<file path="src/rtl/hazard_unit.sv">
// ============================================================================
// hazard_unit : stall/flush/forwarding control for the 5-stage MIPS pipeline
// Rev 1.0
// ============================================================================
`default_nettype none

module hazard_unit #(
  parameter int TIMEOUT = 16,
  parameter int CNTW    = 16
) (
  input  logic            clk,
  input  logic            reset,
  input  logic [4:0]      rsd,
  input  logic [4:0]      rtd,
  input  logic [4:0]      rse,
  input  logic [4:0]      rte,
  input  logic [4:0]      writerege,
  input  logic [4:0]      writeregm,
  input  logic [4:0]      writeregw,
  input  logic            regwritee,
  input  logic            regwritem,
  input  logic            regwritew,
  input  logic            memtorege,
  input  logic            memtoregm,
  input  logic            branchd,
  input  logic            memreqm,
  input  logic            memreadym,
  input  logic            clrcnt,
  output logic            stallf,
  output logic            stalld,
  output logic            stalle,
  output logic            stallm,
  output logic            flushe,
  output logic            flushw,
  output logic            forwardad,
  output logic            forwardbd,
  output logic [1:0]      forwardae,
  output logic [1:0]      forwardbe,
  output logic            memerr,
  output logic [CNTW-1:0] stallcnt,
  output logic [CNTW-1:0] flushcnt
);

  localparam int WCW = (TIMEOUT > 1) ? $clog2(TIMEOUT) : 1;
  localparam logic [WCW-1:0] WAIT_LAST = WCW'(TIMEOUT - 1);

  typedef enum logic [0:0] {
    RUN     = 1'b0,
    MEMWAIT = 1'b1
  } state_t;

  state_t          state_q, state_d;
  logic [WCW-1:0]  waitcnt_q, waitcnt_d;
  logic            memerr_q, memerr_d;
  logic [CNTW-1:0] stallcnt_q, stallcnt_d;
  logic [CNTW-1:0] flushcnt_q, flushcnt_d;

  logic [1:0] fwd_ae, fwd_be;
  logic       fwd_ad, fwd_bd;
  logic       lwstall, branchstall, memstall, timeout_now;
  logic       hit_e, hit_m;

  always_comb begin : fwd_comb
    fwd_ae = 2'b00;
    if (rse != 5'd0 && rse == writeregm && regwritem)      fwd_ae = 2'b10;
    else if (rse != 5'd0 && rse == writeregw && regwritew) fwd_ae = 2'b01;

    fwd_be = 2'b00;
    if (rte != 5'd0 && rte == writeregm && regwritem)      fwd_be = 2'b10;
    else if (rte != 5'd0 && rte == writeregw && regwritew) fwd_be = 2'b01;

    fwd_ad = (rsd != 5'd0) && (rsd == writeregm) && regwritem;
    fwd_bd = (rtd != 5'd0) && (rtd == writeregm) && regwritem;
  end

  always_comb begin : hazard_comb
    lwstall = memtorege && (rte != 5'd0) && ((rsd == rte) || (rtd == rte));

    hit_e = regwritee && (writerege != 5'd0) &&
            ((writerege == rsd) || (writerege == rtd));
    hit_m = memtoregm && (writeregm != 5'd0) &&
            ((writeregm == rsd) || (writeregm == rtd));
    branchstall = branchd && (hit_e || hit_m);

    // The final permitted wait cycle is released unstalled so the access
    // retires with undefined data instead of hanging the pipeline.
    timeout_now = (state_q == MEMWAIT) && (waitcnt_q == WAIT_LAST);
    memstall    = memreqm && !memreadym && !memerr_q && !timeout_now;
  end

  always_comb begin : ctl_comb
    stallf    = 1'b0;
    stalld    = 1'b0;
    stalle    = 1'b0;
    stallm    = 1'b0;
    flushe    = 1'b0;
    flushw    = 1'b0;
    forwardae = fwd_ae;
    forwardbe = fwd_be;
    forwardad = fwd_ad;
    forwardbd = fwd_bd;
    if (reset) begin
      flushe    = 1'b1;
      flushw    = 1'b1;
      forwardae = 2'b00;
      forwardbe = 2'b00;
      forwardad = 1'b0;
      forwardbd = 1'b0;
    end else if (memstall) begin
      stallf = 1'b1;
      stalld = 1'b1;
      stalle = 1'b1;
      stallm = 1'b1;
      flushw = 1'b1;
    end else if (lwstall || branchstall) begin
      stallf = 1'b1;
      stalld = 1'b1;
      flushe = 1'b1;
    end
  end

  always_comb begin : fsm_comb
    state_d   = state_q;
    waitcnt_d = waitcnt_q;
    memerr_d  = memerr_q;
    case (state_q)
      RUN: begin
        if (memstall) begin
          state_d   = MEMWAIT;
          waitcnt_d = '0;
        end
      end
      MEMWAIT: begin
        if (memreadym || !memreqm) begin
          state_d = RUN;
        end else if (timeout_now) begin
          state_d  = RUN;
          memerr_d = 1'b1;
        end else begin
          waitcnt_d = waitcnt_q + WCW'(1);
        end
      end
      default: state_d = RUN;
    endcase
  end

  always_comb begin : cnt_comb
    stallcnt_d = stallcnt_q;
    flushcnt_d = flushcnt_q;
    if (clrcnt) begin
      stallcnt_d = '0;
      flushcnt_d = '0;
    end else begin
      if (stalld && stallcnt_q != '1) stallcnt_d = stallcnt_q + CNTW'(1);
      if (flushe && flushcnt_q != '1) flushcnt_d = flushcnt_q + CNTW'(1);
    end
  end

  always_ff @(posedge clk) begin
    if (reset) begin
      state_q    <= RUN;
      waitcnt_q  <= '0;
      memerr_q   <= 1'b0;
      stallcnt_q <= '0;
      flushcnt_q <= '0;
    end else begin
      state_q    <= state_d;
      waitcnt_q  <= waitcnt_d;
      memerr_q   <= memerr_d;
      stallcnt_q <= stallcnt_d;
      flushcnt_q <= flushcnt_d;
    end
  end

  assign memerr   = memerr_q;
  assign stallcnt = stallcnt_q;
  assign flushcnt = flushcnt_q;

endmodule

`default_nettype wire

</file>
<file path="config.mk">
export PLATFORM = sky130hd
export DESIGN_NAME = hazard_unit
export DESIGN_NICKNAME = d
export VERILOG_FILES = /design/src/rtl/hazard_unit.sv
export SDC_FILE = /design/constraint.sdc
export NUM_CORES = 1
export LEC_CHECK = 0
export CAP_MARGIN = 20
export CORE_MARGIN = 1.5
export CORE_UTILIZATION = 40
export CTS_BUF_LIST = sky130_fd_sc_hd__clkbuf_8 sky130_fd_sc_hd__clkbuf_16
export DETAILED_ROUTE_END_ITERATION = 16
export PLACE_DENSITY = 0.81
export SETUP_SLACK_MARGIN = 0.05
export SYNTH_ARGS = -nofsm -noshare
export SYNTH_HDL_FRONTEND = slang
export SYNTH_SLANG_ARGS = --single-unit
</file>
<file path="constraint.sdc">
create_clock -name clk -period 2.6 [get_ports clk]
set_input_delay 0.39 -clock clk [delete_from_list [all_inputs] [get_ports clk]]
set_output_delay 0.39 -clock clk [all_outputs]
set_load 0.01 [all_outputs]
</file>
==> run summary, run 1 <==
- Die Ht: 87.0 microns
- gr usage total: 20.9%
- proportion of register bits with asynchronous set or reset after synthesis: 0%
- maximum achievable frequency: 0.403 GHz
- number of global-route vias before repair: 2888
- initial antenna violation count: 0
- WL final: 7940 microns
- number of enable-type register cells in the synthesized netlist: 0
- detailed-route via count: 3097
- initial core utilization: 41.6%
- number of standard-cell rows in the floorplan: 30
- CP max FO: 3
- cell type contributing the most total cell area after synthesis: sky130_fd_sc_hd__dfxtp_1
- commonest non-fill, non-tap cells in the layout: 60 x sky130_fd_sc_hd__clkdlybuf4s50_1, 51 x sky130_fd_sc_hd__buf_4, 41 x sky130_fd_sc_hd__nand2_1, 38 x sky130_fd_sc_hd__dfxtp_1, 34 x sky130_fd_sc_hd__xnor2_1
- drt pass-1 iters: 4
- Final #Nets: 531
- proportion of synthesized chip area in sequential cells: 26.9%
- Final Critical Period: 2.48 ns
- H-tree lvl count: 2
- final count of hold timing violations: 0
- required time at the worst-slack endpoint: 2.21 ns
- crit path launch type: input pin
- leading cell type in the layout, fill and taps excluded: sky130_fd_sc_hd__clkdlybuf4s50_1
- Die Footprint: 0.00758 sq mm
- DR WL/cell: 13.7 microns
- Final Skew: 0.00418 ns
- slew margin rel.: 64.6%
- largest voltage drop on the vdd net: 0.000192 V
- wire length of the first global-routing pass: 12800 microns
- synthesized flop and latch total: 38
- CTS tree: yes
- number of endpoints failing setup at the final stage: 0
- kind of end point of the critical path: output pin
- Final Cell Area: 0.00421 sq mm
- status: completed
- met1 usage: 25.6%
- Fill cells: 587
- instance count of the mapped netlist: 360
- least setup slack across all paths after layout: 0.118 ns
- total power draw: 1.30 mW
- GPL Wtd Cong: 0.895
- worst setup slack before clock tree synthesis: -0.440 ns
- Antenna diodes: 0
- Mapped Nets: 409
- area share of the leading cell type in the synthesized netlist: 26.9%
- Hold WC Path Type: reg2reg
- Slew @ Worst Pin: 0.526 ns
- number of port buffers: 90
- Clock Latency Late Sink: 0.28 ns
- synthesized area divided by synthesized cell count: 7.85 sq um
- GR Overflow Total: 0
- I/O pin total: 91
- ys flop type: sky130_fd_sc_hd__dfxtp_1
- total of max-cap violations: 0
- Area after DPL: 0.00405 sq mm
- number of buffers inserted during clock tree synthesis: 5
- post-synthesis instance area: 0.00283 sq mm
- largest net degree at the start of global routing: 26
- unrepaired setup endpoints after global routing: yes
- crit path DAT: 2.09 ns
- starting DRC count in detailed routing: 154
- startpoint-to-endpoint class of the critical path: in2out
- synth top area cells: sky130_fd_sc_hd__dfxtp_1 27%, sky130_fd_sc_hd__xnor2_1 11%, sky130_fd_sc_hd__nand2_1 5.6%
- Layout area overhead: 48.8%
- Slew Limit Fails: 0
- part of the cycle the worst path needs: 95.5%
- Synth cell types: 49
- ratio of cells with drive above 1 in the final layout: 18.3%
- Leakage: 1.68 nW
- clock-pin transition on the worst setup and hold timing paths: 0.07 ns
- clk sinks: 38
- Power per Cell Area: 309 mW/mm^2
- core region area: 0.00679 sq mm
- GR met3 Demand/Resource: 4.08%
- average via count per standard cell: 5.36
- number of nets with antenna violations after routing: 0
- count of yosys warnings during synthesis: 0
- global route hottest layer: met2
- placed wire-length estimate: 6270 microns
- met2 layer usage reported by global route: 36.7%
- clock tree buffer depth: 2
- worst reg-to-reg setup slack: 0.30 ns
- Root Buffer: sky130_fd_sc_hd__clkbuf_8
- Residual DRC: 0
- overall die width: 87.0 microns
synthesized netlist by cell type (4+ instances only):
| cell type | count |
|---|---|
| sky130_fd_sc_hd__nor4_1 | 5 |
| sky130_fd_sc_hd__or3_1 | 13 |
| sky130_fd_sc_hd__mux2i_1 | 8 |
| sky130_fd_sc_hd__nand4_1 | 13 |
| sky130_fd_sc_hd__a2111o_1 | 6 |
| sky130_fd_sc_hd__nor2b_1 | 4 |
| sky130_fd_sc_hd__nor2_1 | 24 |
| sky130_fd_sc_hd__buf_4 | 4 |
| sky130_fd_sc_hd__clkbuf_1 | 15 |
| sky130_fd_sc_hd__or4_1 | 7 |
| sky130_fd_sc_hd__nand2_1 | 42 |
| sky130_fd_sc_hd__and2_1 | 4 |
| sky130_fd_sc_hd__inv_1 | 6 |
| sky130_fd_sc_hd__a31o_2 | 5 |
| sky130_fd_sc_hd__and3_1 | 9 |
| sky130_fd_sc_hd__xor2_1 | 16 |
| sky130_fd_sc_hd__xnor2_1 | 35 |
| sky130_fd_sc_hd__buf_2 | 5 |
| sky130_fd_sc_hd__o21ai_0 | 12 |
| sky130_fd_sc_hd__a21oi_1 | 24 |
| sky130_fd_sc_hd__nor3_1 | 7 |
| sky130_fd_sc_hd__dfxtp_1 | 38 |
| sky130_fd_sc_hd__nand3_1 | 17 |
kinds of logic (layout without fill, tap and decap cells):
| family | after synthesis | in the layout | share of synthesized area [%] |
|---|---|---|---|
| compound gates | 73 | 73 | 19.0 |
| xor+xnor | 51 | 51 | 15.8 |
| fa+ha+maj | 3 | 3 | 1.33 |
| buf+inv | 33 | 155 | 5.93 |
| flops | 38 | 38 | 26.9 |
| mux | 8 | 8 | 2.83 |
| simple gates | 154 | 154 | 28.2 |
final timing paths:
check        cells past startpoint                   endpoint                 startpoint
max reg2reg                      8   stallcnt[5]$_SDFFE_PP0P_   stallcnt[0]$_SDFFE_PP0P_
max                              7                     stallf                     rsd[2]
min                              2  flushcnt[11]$_SDFFE_PP0P_  flushcnt[11]$_SDFFE_PP0P_
min reg2reg                      2  flushcnt[11]$_SDFFE_PP0P_  flushcnt[11]$_SDFFE_PP0P_
cell type report:
cell class	instances	area, sq um	share of cell area (%)
Clock buffer	5	68.8	1.64
Tap cell	96	120	2.86
Inverter	6	22.5	0.536
Multi-Input combinational cell	289	1950	46.4
Sequential cell	38	761	18.1
Timing Repair Buffer	142	1270	30.3
Clock inverter	2	7.51	0.179
sequential cells by signal (all words and copies together), names as in the netlist:
register and count:
stallcnt 16, waitcnt_q 4, state_q 1, memerr 1, flushcnt 16
power by group:
part / internal (mW) / leakage (nW) / total [mW] / switching (mW)
Clock: 0.177 / 0.0466 / 0.370 / 0.194
Combinational: 0.182 / 1.33 / 0.343 / 0.161
Sequential: 0.584 / 0.306 / 0.588 / 0.00373
layer usage:
layer  vias to the layer above  routed length, microns
met5                         -                       0
met4                         0                      80
met3                         8                     362
met2                        99                    4070
met1                      1443                    3420
li1                       1547                       -
critical path, stage by stage:
cell and delay (ns):
sky130_fd_sc_hd__clkdlybuf4s50_1 0.46, sky130_fd_sc_hd__xor2_1 0.18, sky130_fd_sc_hd__nor3_2 0.19, sky130_fd_sc_hd__nand3_2 0.10, sky130_fd_sc_hd__a211oi_4 0.32, sky130_fd_sc_hd__o31a_1 0.27
sky130_fd_sc_hd__buf_2 0.17
per-stage QoR:
stage                     setup TNS, ns  std cells  hold slack (ns)  util (%)
after CTS                             0        576            0.494      61.0
after global placement            -3.91        566            0.471      59.7
after floorplan                       0        360            0.466         -
after global routing                  0        578            0.514      61.9
final                                 0        578            0.488      61.9
after detailed placement          -6.74        566            0.483      59.7
timing repair:
action                     CTS  global route
setup endpoints to repair   17            18
hold endpoints to repair     0             0
gates resized for setup     40            20
hold buffers                 0             0
gates cloned                 0             0
pin swaps                   15            13
setup buffers                3             2
(Power assumes the default switching activity.)
==> inputs of run 2 (changes only) <==
--- a/config.mk
+++ b/config.mk
@@ -11,7 +11,6 @@
 export CTS_BUF_LIST = sky130_fd_sc_hd__clkbuf_8 sky130_fd_sc_hd__clkbuf_16
 export DETAILED_ROUTE_END_ITERATION = 16
 export PLACE_DENSITY = 0.81
-export SETUP_SLACK_MARGIN = 0.05
 export SYNTH_ARGS = -nofsm -noshare
 export SYNTH_HDL_FRONTEND = slang
 export SYNTH_SLANG_ARGS = --single-unit
==> run 2 against run 1 <==
Maximum frequency decreased by 2.5%. Clock skew increased by 0.00089 ns. First-iteration DRC count increased by 24%. Worst setup slack got worse by 0.063 ns. Sequential share of layout area increased by 0.12 points. Cell count decreased by 0.52%. Flip-flop and latch count unchanged. Combinational power about the same. Critical path depth decreased by 1. Critical endpoint is now forwardbe[0]. Largest cell class unchanged.
==> run summary, run 2 (synthesis gave the netlist of run 1 again) <==
- Die Footprint: 0.00758 sq mm
- Clock Latency Late Sink: 0.28 ns
- Critical Path Max Stage Delay: 0.50 ns
- Root Buffer: sky130_fd_sc_hd__clkbuf_8
- Antenna diodes: 0
- Hold WC Path Type: reg2reg
- top cell family by delay on the critical path: simple AND/OR/NAND/NOR gates
- initial core utilization: 41.6%
- ratio of cells with drive above 1 in the final layout: 17.1%
- number of standard-cell rows in the floorplan: 30
- Slew @ Worst Pin: 0.527 ns
- Critical Path, Cell by Cell: clkdlybuf4s50_1 > or4_4 > nor2_4 > nor4_2 > nor4_1 > dlygate4sd2_1
- Residual DRC: 0
- placed wire-length estimate: 6270 microns
- detailed-route via count: 3111
- number of port buffers: 90
- starting DRC count in detailed routing: 191
- number of buffers added to fix hold violations after cts: 0
- wire length of the first global-routing pass: 12700 microns
- leading cell type in the layout, fill and taps excluded: sky130_fd_sc_hd__clkdlybuf4s50_1
- gr usage total: 20.7%
- slew margin rel.: 64.5%
- clk sinks: 38
- crit path DAT: 2.15 ns
- Layout area overhead: 47.9%
- maximum achievable frequency: 0.393 GHz
- Die Ht: 87.0 microns
- CP max FO: 2
- number of endpoints failing setup at the final stage: 0
- CTS tree: yes
- clock-pin transition on the worst setup and hold timing paths: 0.07 ns
- GR Overflow Total: 0
- WL final: 7890 microns
- Final Critical Period: 2.54 ns
- number of nets with antenna violations after routing: 0
- part of the cycle the worst path needs: 97.9%
- drt pass-1 iters: 4
- number of instances in the placed design: 566
- Slew Limit Fails: 0
- I/O pin total: 91
- number of global-route vias before repair: 2866
- kind of end point of the critical path: output pin
- non-filler instance count after layout: 575
- status: completed
- DR WL/cell: 13.7 microns
- least setup slack across all paths after layout: 0.0551 ns
- number of buffers inserted during clock tree synthesis: 5
- GPL Wtd Cong: 0.895
- worst setup slack before clock tree synthesis: -0.440 ns
- Power per Cell Area: 311 mW/mm^2
- startpoint-to-endpoint class of the critical path: in2out
- number of buffers and inverters on the critical path: 2
- final count of hold timing violations: 0
- overall die width: 87.0 microns
- Leakage: 1.65 nW
- required time at the worst-slack endpoint: 2.21 ns
- Final Skew: 0.00508 ns
- total of max-cap violations: 0
- commonest non-fill, non-tap cells in the layout: 67 x sky130_fd_sc_hd__clkdlybuf4s50_1, 49 x sky130_fd_sc_hd__buf_4, 41 x sky130_fd_sc_hd__nand2_1, 38 x sky130_fd_sc_hd__dfxtp_1, 35 x sky130_fd_sc_hd__xnor2_1
- H-tree lvl count: 2
- post-layout utilization of the core: 61.5%
- clock tree buffer depth: 2
- largest net degree at the start of global routing: 26
- largest voltage drop on the vdd net: 0.000196 V
- core region area: 0.00679 sq mm
- average via count per standard cell: 5.41
- Final #Nets: 528
- cell with the largest stage delay on the worst path: sky130_fd_sc_hd__or4_4
- crit path launch type: input pin
- initial antenna violation count: 0
## run 2: power breakdown
part           switching, mW  total, mW  internal, mW
clock network          0.194      0.371         0.177
logic                  0.159      0.340         0.181
registers            0.00376      0.588         0.584
total                  0.357       1.30         0.942
## run 2: cell type report
class / instances / area [sq um]
Sequential cell: 38 / 761
Multi-Input combinational cell: 289 / 1950
Timing Repair Buffer: 139 / 1250
Clock inverter: 2 / 7.51
Fill cell: 585 / 2620
Inverter: 6 / 22.5
Clock buffer: 5 / 68.8
Tap cell: 96 / 120
## run 2: repair_timing
action	in CTS	in global routing
setup endpoints to repair	13	21
buffers inserted	1	1
pin swaps	7	10
gates resized for setup	33	12
## run 2: final timing paths
path | slack [ns] | start | endpoint | depth (start not counted)
max | 0.06 | rte[1] | forwardbe[0] | 6
min | 0.49 | flushcnt[11]$_SDFFE_PP0P_ | flushcnt[11]$_SDFFE_PP0P_ | 2
max reg2reg | 0.30 | stallcnt[0]$_SDFFE_PP0P_ | stallcnt[3]$_SDFFE_PP0P_ | 9
min reg2reg | 0.49 | flushcnt[11]$_SDFFE_PP0P_ | flushcnt[11]$_SDFFE_PP0P_ | 2
## run 2: layer usage
metal	track usage (%)	share of wire, %	vias to the layer above
met5	0	0	-
met4	6.01	1.3	0
met3	3.98	5.0	12
met2	36.4	51	108
met1	25.5	43	1451
li1	-	-	1540
## run 2: per-stage QoR
step | setup TNS (ns) | total power [mW] | cell area, sq um | hold slack, ns
floorplan | 0 | 0.766 | 2830 | 0.466
global placement | -3.91 | 0.931 | 4050 | 0.471
detailed placement | -6.74 | 0.940 | 4050 | 0.483
CTS | 0 | 1.31 | 4140 | 0.494
global route | -0.0171 | 1.36 | 4180 | 0.514
finish | 0 | 1.30 | 4180 | 0.486
## run 2: worst min-delay path, delay by kind of cell, from the launching register on
kind / cells / cell delay (ns)
and+or+nand+nor: 1 / 0.06
DFF: 1 / 0.33
muxes: 1 / 0.05
==> inputs of run 3 (changes only) <==
--- a/config.mk
+++ b/config.mk
@@ -6,11 +6,12 @@
 export NUM_CORES = 1
 export LEC_CHECK = 0
 export CAP_MARGIN = 20
+export CORE_ASPECT_RATIO = 0.5
 export CORE_MARGIN = 1.5
-export CORE_UTILIZATION = 40
+export CORE_UTILIZATION = 47
 export CTS_BUF_LIST = sky130_fd_sc_hd__clkbuf_8 sky130_fd_sc_hd__clkbuf_16
 export DETAILED_ROUTE_END_ITERATION = 16
-export PLACE_DENSITY = 0.81
+export PLACE_DENSITY = 0.91
 export SYNTH_ARGS = -nofsm -noshare
 export SYNTH_HDL_FRONTEND = slang
 export SYNTH_SLANG_ARGS = --single-unit
==> run 3 against run 2 <==
The run now ends with negative setup slack left. Utilization increased by 13 points. Total power increased by 24%. Clock skew increased by 0.0013 ns. Sequential share of layout area decreased by 0.17 points. Count of clock-buffer cells in the layout unchanged. Die area decreased by 14%. Global-route usage increased by 7.6 points. Critical path depth increased by 1. Hold slack improved by 0.0096 ns. Largest cell class unchanged. Largest power group is now clock.
==> run summary, run 3 (synthesis gave the netlist of run 1 again) <==
- initial antenna violation count: 0
- Hold WC Path Type: reg2reg
- FF/Latch Area: 761 sq um
- startpoint-to-endpoint class of the critical path: in2out
- first element of the critical path: writeregm[1]
- violations in the final reports: negative setup slack
- Die Footprint: 0.00651 sq mm
- I/O pin total: 91
- CP max FO: 3
- crit path DAT: 2.27 ns
- Layout area overhead: 49.2%
- slew margin rel.: 65.2%
- status: finished, violations left
- Antenna diodes: 0
- number of port buffers: 90
- beginning of the worst hold path: flushcnt[9]$_SDFFE_PP0P_
- average via count per standard cell: 5.87
- Final Skew: 0.00640 ns
- post-layout utilization of the core: 74.8%
- Clock Latency Late Sink: 0.28 ns
- wire length of the first global-routing pass: 14900 microns
- Slew @ Worst Pin: 0.517 ns
- overall die width: 113 microns
- number of buffers added to fix hold violations after cts: 0
- CTS tree: yes
- Leakage: 1.62 nW
- least setup slack across all paths after layout: -0.0567 ns
- final count of hold timing violations: 0
- maximum achievable frequency: 0.376 GHz
- Root Buffer: sky130_fd_sc_hd__clkbuf_16
- number of nets with antenna violations after routing: 0
- summed negative setup slack over all endpoints: -0.0590 ns
- worst setup slack before clock tree synthesis: -0.479 ns
- core region area: 0.00563 sq mm
- area taken by multi-input logic gates: 0.00195 sq mm
- part of the cycle the worst path needs: 102%
- total of max-cap violations: 0
- Residual DRC: 0
- number of instances in the placed design: 543
- kind of end point of the critical path: output pin
- Power per Cell Area: 381 mW/mm^2
- number of endpoints failing setup at the final stage: 3
- leading cell type in the layout, fill and taps excluded: sky130_fd_sc_hd__clkdlybuf4s50_1
- H-tree lvl count: 2
- Slew Limit Fails: 0
- largest voltage drop on the vdd net: 0.000276 V
- Fill cells: 380
- GPL Wtd Cong: 0.890
- Final Critical Period: 2.66 ns
- DR WL/cell: 16.3 microns
- Final #Nets: 529
- number of buffers inserted during clock tree synthesis: 5
- Die Ht: 57.8 microns
- clk sinks: 38
- unrepaired setup endpoints after global routing: yes
- non-filler instance count after layout: 554
- required time at the worst-slack endpoint: 2.21 ns
- commonest non-fill, non-tap cells in the layout: 71 x sky130_fd_sc_hd__clkdlybuf4s50_1, 50 x sky130_fd_sc_hd__buf_4, 41 x sky130_fd_sc_hd__nand2_1, 38 x sky130_fd_sc_hd__dfxtp_1, 35 x sky130_fd_sc_hd__xnor2_1
- clock-pin transition on the worst setup and hold timing paths: 0.05 ns
- number of global-route vias before repair: 3167
- WL final: 9010 microns
- initial core utilization: 50.1%
- ratio of cells with drive above 1 in the final layout: 18.1%
- gr usage total: 28.3%
- placed wire-length estimate: 6220 microns
- worst reg2reg path startpoint: stallcnt[0]$_SDFFE_PP0P_
- detailed-route via count: 3251
- drt pass-1 iters: 7
- Area after DPL: 0.00403 sq mm
- crit path launch type: input pin
- GR Overflow Total: 0
- largest net degree at the start of global routing: 26
- clock tree buffer depth: 2
- Final Cell Area: 0.00422 sq mm
- starting DRC count in detailed routing: 231
- number of standard-cell rows in the floorplan: 19
-- run 3: cell types whose count changed in the layout (fill, tap and decap cells not counted), moves of 2 or more --
cell,delta
sky130_fd_sc_hd__clkdlybuf4s50_1,+4
sky130_fd_sc_hd__dlymetal6s2s_1,-6
sky130_fd_sc_hd__clkbuf_2,+2
sky130_fd_sc_hd__clkbuf_16,+5
sky130_fd_sc_hd__clkbuf_8,-5
-- run 3: critical path, stage by stage --
cell	delay [ns]
sky130_fd_sc_hd__clkdlybuf4s50_1	0.46
sky130_fd_sc_hd__or4_1	0.58
sky130_fd_sc_hd__o211ai_2	0.21
sky130_fd_sc_hd__a21oi_4	0.07
sky130_fd_sc_hd__o31a_1	0.27
sky130_fd_sc_hd__buf_4	0.14
sky130_fd_sc_hd__buf_2	0.14
-- run 3: power by group --
group	switching [mW]	leakage, nW	internal, mW
registers	0.00368	0.306	0.585
clock network	0.227	0.0864	0.445
logic	0.165	1.23	0.182
-- run 3: final timing paths --
| kind | cells after the start | to | slack (ns) |
|---|---|---|---|
| worst max-delay path | 7 | stallf | -0.06 |
| worst min-delay path | 2 | flushcnt[9]$_SDFFE_PP0P_ | 0.50 |
| worst max register to register | 9 | stallcnt[10]$_SDFFE_PP0P_ | 0.27 |
| worst min register to register | 2 | flushcnt[9]$_SDFFE_PP0P_ | 0.50 |
-- run 3: final cells by class --
class                      instances  share of cell area, %
inverter                           6                  0.534
tap                               73                   2.17
timing repair buffer             140                   29.2
multi-input combinational        289                   46.2
sequential                        38                   18.0
clock buffer                       5                   2.97
clock inverter                     3                  0.890
-- run 3: layer usage --
layer / part of all wire, % / GRT usage (%)
met5: 0 / 0
met4: 3.5 / 14.6
met3: 6.4 / 6.80
met2: 48 / 48.3
met1: 42 / 34.1
-- run 3: repair_timing --
| item | CTS | global route |
|---|---|---|
| pin swaps | 10 | 4 |
| cloned | 0 | 0 |
| endpoints found under the setup margin | 14 | 14 |
| resized for setup | 40 | 11 |
| setup buffers | 3 | 0 |
-- run 3: metrics by stage --
stage	hold WS, ns	power (mW)
after floorplan	0.466	0.766
after global placement	0.469	0.929
after detailed placement	0.482	0.938
after CTS	0.495	1.60
after global routing	0.514	1.67
final	0.496	1.61
